===== config.mk =====
export PLATFORM = sky130hd
export DESIGN_NAME = tdt_dmi_clk_gate_ctrl
export DESIGN_NICKNAME = d
export VERILOG_FILES = /design/src/rtl/tdt_dmi_clk_gate_ctrl.sv
export SDC_FILE = /design/constraint.sdc
export NUM_CORES = 1
export LEC_CHECK = 0
export BUFFER_PORTS_ARGS = -buffer_cell sky130_fd_sc_hd__buf_4
export CORE_AREA = 2 2 39 41
export CTS_CLUSTER_DIAMETER = 60
export DETAILED_ROUTE_END_ITERATION = 12
export DIE_AREA = 0 0 41 43
export PLACE_DENSITY = 0.59
export SLEW_MARGIN = 20
export SYNTH_ARGS = -nofsm -noshare
export SYNTH_HDL_FRONTEND = slang
export SYNTH_SLANG_ARGS = --single-unit

===== constraint.sdc =====
create_clock -name dmi_clk -period 2.4 [get_ports dmi_clk]
set_input_delay 0.12 -clock dmi_clk [delete_from_list [all_inputs] [get_ports dmi_clk]]
set_output_delay 0.12 -clock dmi_clk [all_outputs]
set_load 0.01 [all_outputs]

===== src/rtl/tdt_dmi_clk_gate_ctrl.sv =====
// ============================================================================
// tdt_dmi_clk_gate_ctrl : enable sequencer for the DMI gated clock cell.
// Optional idle hold-off: TDT_DMI_CLK_IDLE_HOLD_EN.   Rev 1.0
// ============================================================================
`default_nettype none

module tdt_dmi_clk_gate_ctrl #(
  parameter int NUM_REQ     = 4,
  parameter int WAKE_CYCLES = 2,
  parameter int HOLD_CYCLES = 8,
  parameter int CNT_W       = 4
) (
  input  logic               dmi_clk,
  input  logic               dmi_rst,
  input  logic [NUM_REQ-1:0] req,
  input  logic               force_on,
  output logic [NUM_REQ-1:0] ack,
  output logic               local_en,
  output logic [1:0]         gate_state
);

  typedef enum logic [1:0] {
    S_OFF  = 2'd0,
    S_WAKE = 2'd1,
    S_ON   = 2'd2,
    S_HOLD = 2'd3
  } state_t;

  localparam logic [CNT_W-1:0] WAKE_LOAD = CNT_W'(WAKE_CYCLES - 1);
`ifdef TDT_DMI_CLK_IDLE_HOLD_EN
  localparam logic [CNT_W-1:0] HOLD_LOAD = CNT_W'(HOLD_CYCLES - 1);
`endif

  // Reject parameter sets the counter cannot represent.
  if (NUM_REQ < 1 || NUM_REQ > 16 || WAKE_CYCLES < 1 || HOLD_CYCLES < 1 ||
      (WAKE_CYCLES - 1) >= (2 ** CNT_W) || (HOLD_CYCLES - 1) >= (2 ** CNT_W)) begin : g_param_chk
    $error("tdt_dmi_clk_gate_ctrl: illegal parameter combination");
  end

  state_t           state_q, state_d;
  logic [CNT_W-1:0] cnt_q, cnt_d;
  logic             any_req;

  assign any_req    = (|req) | force_on;
  assign gate_state = state_q;

  always_comb begin
    state_d = state_q;
    cnt_d   = cnt_q;
    case (state_q)
      S_OFF: begin
        if (any_req) begin
          state_d = S_WAKE;
          cnt_d   = WAKE_LOAD;
        end
      end
      // The wake always runs to completion, regardless of request changes.
      S_WAKE: begin
        if (cnt_q == '0) state_d = S_ON;
        else             cnt_d   = cnt_q - CNT_W'(1);
      end
      S_ON: begin
        if (!any_req) begin
`ifdef TDT_DMI_CLK_IDLE_HOLD_EN
          state_d = S_HOLD;
          cnt_d   = HOLD_LOAD;
`else
          state_d = S_OFF;
`endif
        end
      end
`ifdef TDT_DMI_CLK_IDLE_HOLD_EN
      // A request arriving on the final hold cycle still wins over gating.
      S_HOLD: begin
        if (any_req)             state_d = S_ON;
        else if (cnt_q == '0)    state_d = S_OFF;
        else                     cnt_d   = cnt_q - CNT_W'(1);
      end
`endif
      default: state_d = S_OFF;
    endcase
  end

  always_ff @(posedge dmi_clk or posedge dmi_rst) begin
    if (dmi_rst) begin
      state_q  <= S_OFF;
      cnt_q    <= '0;
      local_en <= 1'b0;
      ack      <= '0;
    end else begin
      state_q  <= state_d;
      cnt_q    <= cnt_d;
      local_en <= (state_d != S_OFF);
      ack      <= req & {NUM_REQ{state_d == S_ON}};
    end
  end

endmodule

`default_nettype wire

# [Yosys cells after proc, flatten, opt, wreduce, memory -nomap -nowiden]
# Index checks and enable logic that the tools add are counted.
[op_classes] n_eq_ne=5 n_addsub=1 n_bitwise=2 muxes=7 n_reduce_logical=6
[ops] cell="$mux 4" n=2
[ops] cell="$pmux 4 s2" n=1
[ops] cell="$mux 2" n=3
[ops] cell="$pmux 2 s3" n=1
[ops] cell="$and 4x4->4" n=1
[ops] cell="$eq 2x2->1 const B" n=2
[ops] cell="$logic_not 4->1" n=1
[ops] cell="$ne 2x2->1 const B" n=2
[ops] cell="$reduce_bool 2->1" n=2
[ops] cell="$reduce_or 4->1" n=1
[ops] cell="$sub 4x1->4 const B" n=1
[ops] cell="$reduce_and 3->1" n=1
[ops] cell="$eq 2x1->1 const B" n=1
[ops] cell="$logic_not 2->1" n=1
[ops] cell="$or 1x1->1" n=1
[word_totals] regBits=11 out_inout_bits=7

# [Logic depth before layout (Yosys ltp)]
[depth] depth_word=6 ltp_mapped=6

# [Worst setup path before layout]
# Ideal clock, no wire load.
[synth_timing] path_kind="register -> register" from="register cnt_q[0]" to="register ack[1]" period_less_slack_ps=1569 stages_incl_launch_ff=7 t_arrival_ps=1505 setup_slack_ps=831 cell_sequence="dfrtp_1 > inv_1 > ha_1 > or3b_2 > clkbuf_1 > o21ai_1 > and2_2"
[synth_between] elab_chain_cells=5
[synth_rtl] item="from (decl)" line_no="41" source="logic [CNT_W-1:0] cnt_q, cnt_d;"
[synth_rtl] item="from (signal assigned)" line_no="92" source="cnt_q <= cnt_d;"
[synth_rtl] item="$logic_not 4->1" line_no="59" source="if (cnt_q == '0) state_d = S_ON;"
[synth_rtl] item="$mux 2" line_no="59"
[synth_rtl] item="$pmux 2 s3" line_no="50" source="case (state_q)"
[synth_rtl] item="$eq 2x2->1" line_no="94" source="ack <= req & {NUM_REQ{state_d == S_ON}};"
[synth_rtl] item="$and 4x4->4" line_no="94"
[synth_rtl] item="to (signal assigned)" line_no="94"
[synth_rtl] item="to (decl)" line_no="17" source="output logic [NUM_REQ-1:0] ack,"
# Every way passes these cells.
# A chain may end at the register's enable or synchronous reset.

# [Final worst setup path]
[layout_timing] from="register cnt_q[0]" to="register ack[3]"
# Same word-level chain as after synthesis.

==> impl_metrics.env <==
export IMPL_die_area_mm2=0.00176
export IMPL_rsz0062_at_grt="false"
export IMPL_ff2ff_setup_slack_ps=780
export IMPL_clkTransAtPathRegs_ps=70
export IMPL_use_met1=0.186
export IMPL_grt_max_degree=12
export IMPL_fin_cells=81
export IMPL_grt_pass1_vias=385
export IMPL_nNetsFinal=75
export IMPL_p_comb_frac=0.452
export IMPL_routed_wl_um=942
export IMPL_busiest_layer="met2"
export IMPL_gp_congestion=0.647
export IMPL_end_kind="flop"
export IMPL_cts_made_buffers=3
export IMPL_reg2reg_from="cnt_q[0]"
export IMPL_drt_initial_drc_count=1
export IMPL_seq_power_share=0.387
export IMPL_fp_dieW_um=41
export IMPL_portBuffers=13
export IMPL_async_flop_share=1.00
export IMPL_worst_slew_pin_slew_ps=434
export IMPL_cts_path_max_buffers=2
export IMPL_rows=14
export IMPL_hold_path_startpoint="req[2]"
export IMPL_fmax_mhz=618
export IMPL_wire_per_inst_um=11.6
export IMPL_synth_edf_count=0
export IMPL_p_leak_nw=0.324
export IMPL_avgViaCountPerCell=5.00
export IMPL_drive_above_1_share=0.292
export IMPL_met3_usage=0.0314
export IMPL_synth_flop_cell="dfrtp_1"
export IMPL_root_buffer="clkbuf_4"
export IMPL_max_stage_delay_ps=530
export IMPL_dp_cells=76
export IMPL_htree_levels=1
export IMPL_startpoint_type="flop"
export IMPL_synthDistinctLibCells=24
export IMPL_finalHoldViolCount=0
export IMPL_overflow=0
export IMPL_synth_seq_cells=11
export IMPL_r2r_cells=5
export IMPL_worstPathRequired_ps=2600
export IMPL_dr_pass1_iters=4
export IMPL_diodes=0
export IMPL_p_int_mw=0.484
export IMPL_place_hpwl_um=721
export IMPL_slew_violations=0
export IMPL_final_cell_mix="buf_4 (13), dfrtp_1 (11), a21oi_1 (4), inv_1 (4)"
export IMPL_setup_violations=0
export IMPL_core_mm2=0.00138
export IMPL_synth_nets=58
export IMPL_hold_path_class="in2reg"
export IMPL_maxSlewHeadroom=0.710
export IMPL_final_common_cell="buf_4"
export IMPL_grtUsageTotal=0.142
export IMPL_cp_cell_sequence="inv_1 > ha_1 > or3b_2 > o21ai_1 > and2_1"
export IMPL_avgSynthCellArea_um2=10.3
export IMPL_clock_latency_ps=270
export IMPL_outcome="completed"
export IMPL_critical_path_arrival_ps=1820
export IMPL_synth_area_um2=505
export IMPL_slowest_stage="or3b_2"
export IMPL_fin_crit_ps=1620
export IMPL_r2r_end="ack[3]"
export IMPL_min_to="ack[2]"
export IMPL_timing_max_cap_violations=0
export IMPL_ys_warn_count=0
export IMPL_netlist_instances=49
export IMPL_initial_core_util=0.365
export IMPL_pwr_share_clk=0.161
export IMPL_grt_pass1_wl_mm=1.65
export IMPL_sw_frac_of_total=0.370
export IMPL_clock_skew_ps=1.54
export IMPL_power_density_mw_per_mm2=1180
export IMPL_tns_ps=0
export IMPL_max_vdd_ir_drop_v=0.000544
export IMPL_power_switching_mw=0.284
export IMPL_critPathKind="reg2reg"
export IMPL_whs_path_depth=2
export IMPL_vias=405
export IMPL_cts_sink_count=11
export IMPL_drcViolationCount=0
export IMPL_boundaryPins=14
export IMPL_grt_use_met2=0.197
export IMPL_area_growth_pct=29.0
export IMPL_antenna_found_initial=0
export IMPL_worstPathMaxFanout=8
export IMPL_cts_tree="done"
export IMPL_yosysSeqAreaShare=0.545
export IMPL_ant_nets=0
export IMPL_timing_final_crit_share=0.674
export IMPL_die_y_um=43
export IMPL_postCtsSetupBuffers=0
==> cell usage after synthesis (all sizes together), types with 2 or more instances <==
library cell	n	area [µm²]
dfrtp	11	275
nor2	2	7.51
nand2	3	11.3
ha	2	25.0
nand2b	2	12.5
and2	4	26.3
clkbuf	2	7.51
inv	4	15.0
o21ai	2	10.0
and3	2	12.5
a21oi	4	20.0
==> critical path: cells and delay by family (launching register included) <==
kind                     cells  cell delay [ps]
flip-flops                   1              400
buffers and inverters        1               90
AND/OR/NAND/NOR              2              690
AO/OA/AOI/OAI                1              240
adder cells (fa/ha/maj)      1              140
==> routing by layer <==
| layer | vias up | routed length, µm | share of wire |
|---|---|---|---|
| met4 | 0 | 36 | 0.038 |
| met1 | 181 | 410 | 0.44 |
| met3 | 5 | 75 | 0.080 |
| li1 | 202 | - | - |
| met5 | - | 0 | 0 |
| met2 | 17 | 419 | 0.44 |
==> logic make-up after synthesis <==
family / synth area share
AOI/OAI and AO/OA: 0.149
adders and majority gates: 0.0495
buffers and inverters: 0.0446
DFF: 0.545
and+or+nand+nor: 0.213
==> power by group through the flow <==
stage	logic, mW	registers [mW]	clock network (mW)
6_report	0.347	0.297	0.124
5_1_grt	0.404	0.310	0.139
4_1_cts	0.354	0.298	0.128
3_5_place_dp	0.351	0.300	0
3_3_place_gp	0.349	0.297	0
2_1_floorplan	0.217	0.316	0
==> per-stage QoR <==
step                      hold WS, ps  worst slack (ps)  utilization  total power, mW  instance area, µm²
after floorplan                 -27.6               831            -            0.533                 505
after global placement            147               837        0.445            0.646                 616
after detailed placement          144               802        0.445            0.651                 616
after CTS                        63.3               771        0.471            0.779                 652
after global routing             64.3               606        0.471            0.853                 652
final                            65.4               783        0.471            0.768                 652
==> registers in the layout, indices dropped and copies added, names as in the netlist <==
register / count
ack: 4
gate_state: 2
local_en: 1
cnt_q: 4
==> cell type report <==
| cell class | instances | area (µm²) |
|---|---|---|
| Sequential cell | 11 | 275 |
| Tap cell | 16 | 20.0 |
| Multi-Input combinational cell | 32 | 208 |
| Fill cell | 135 | 732 |
| Inverter | 4 | 15.0 |
| Clock buffer | 4 | 26.3 |
| Timing Repair Buffer | 14 | 108 |
==> repair_timing <==
action / 4_1_cts / 5_1_grt
endpoints found under the setup margin: 0 / 0
endpoints found under the hold margin: 11 / 0
hold buffers: 1 / 0
gates resized for setup: 0 / 0
==> how the worst max path moves through the flow <==
stage                  start     end  slack [ps]  cells past startpoint
floorplan           cnt_q[0]  ack[1]         830                      6
global placement    cnt_q[1]  ack[2]         840                      5
detailed placement  cnt_q[0]  ack[3]         800                      5
CTS                 cnt_q[1]  ack[3]         770                      5
global route        cnt_q[1]  ack[3]         610                      5
finish              cnt_q[0]  ack[3]         780                      5
(Power assumes the default switching activity.)
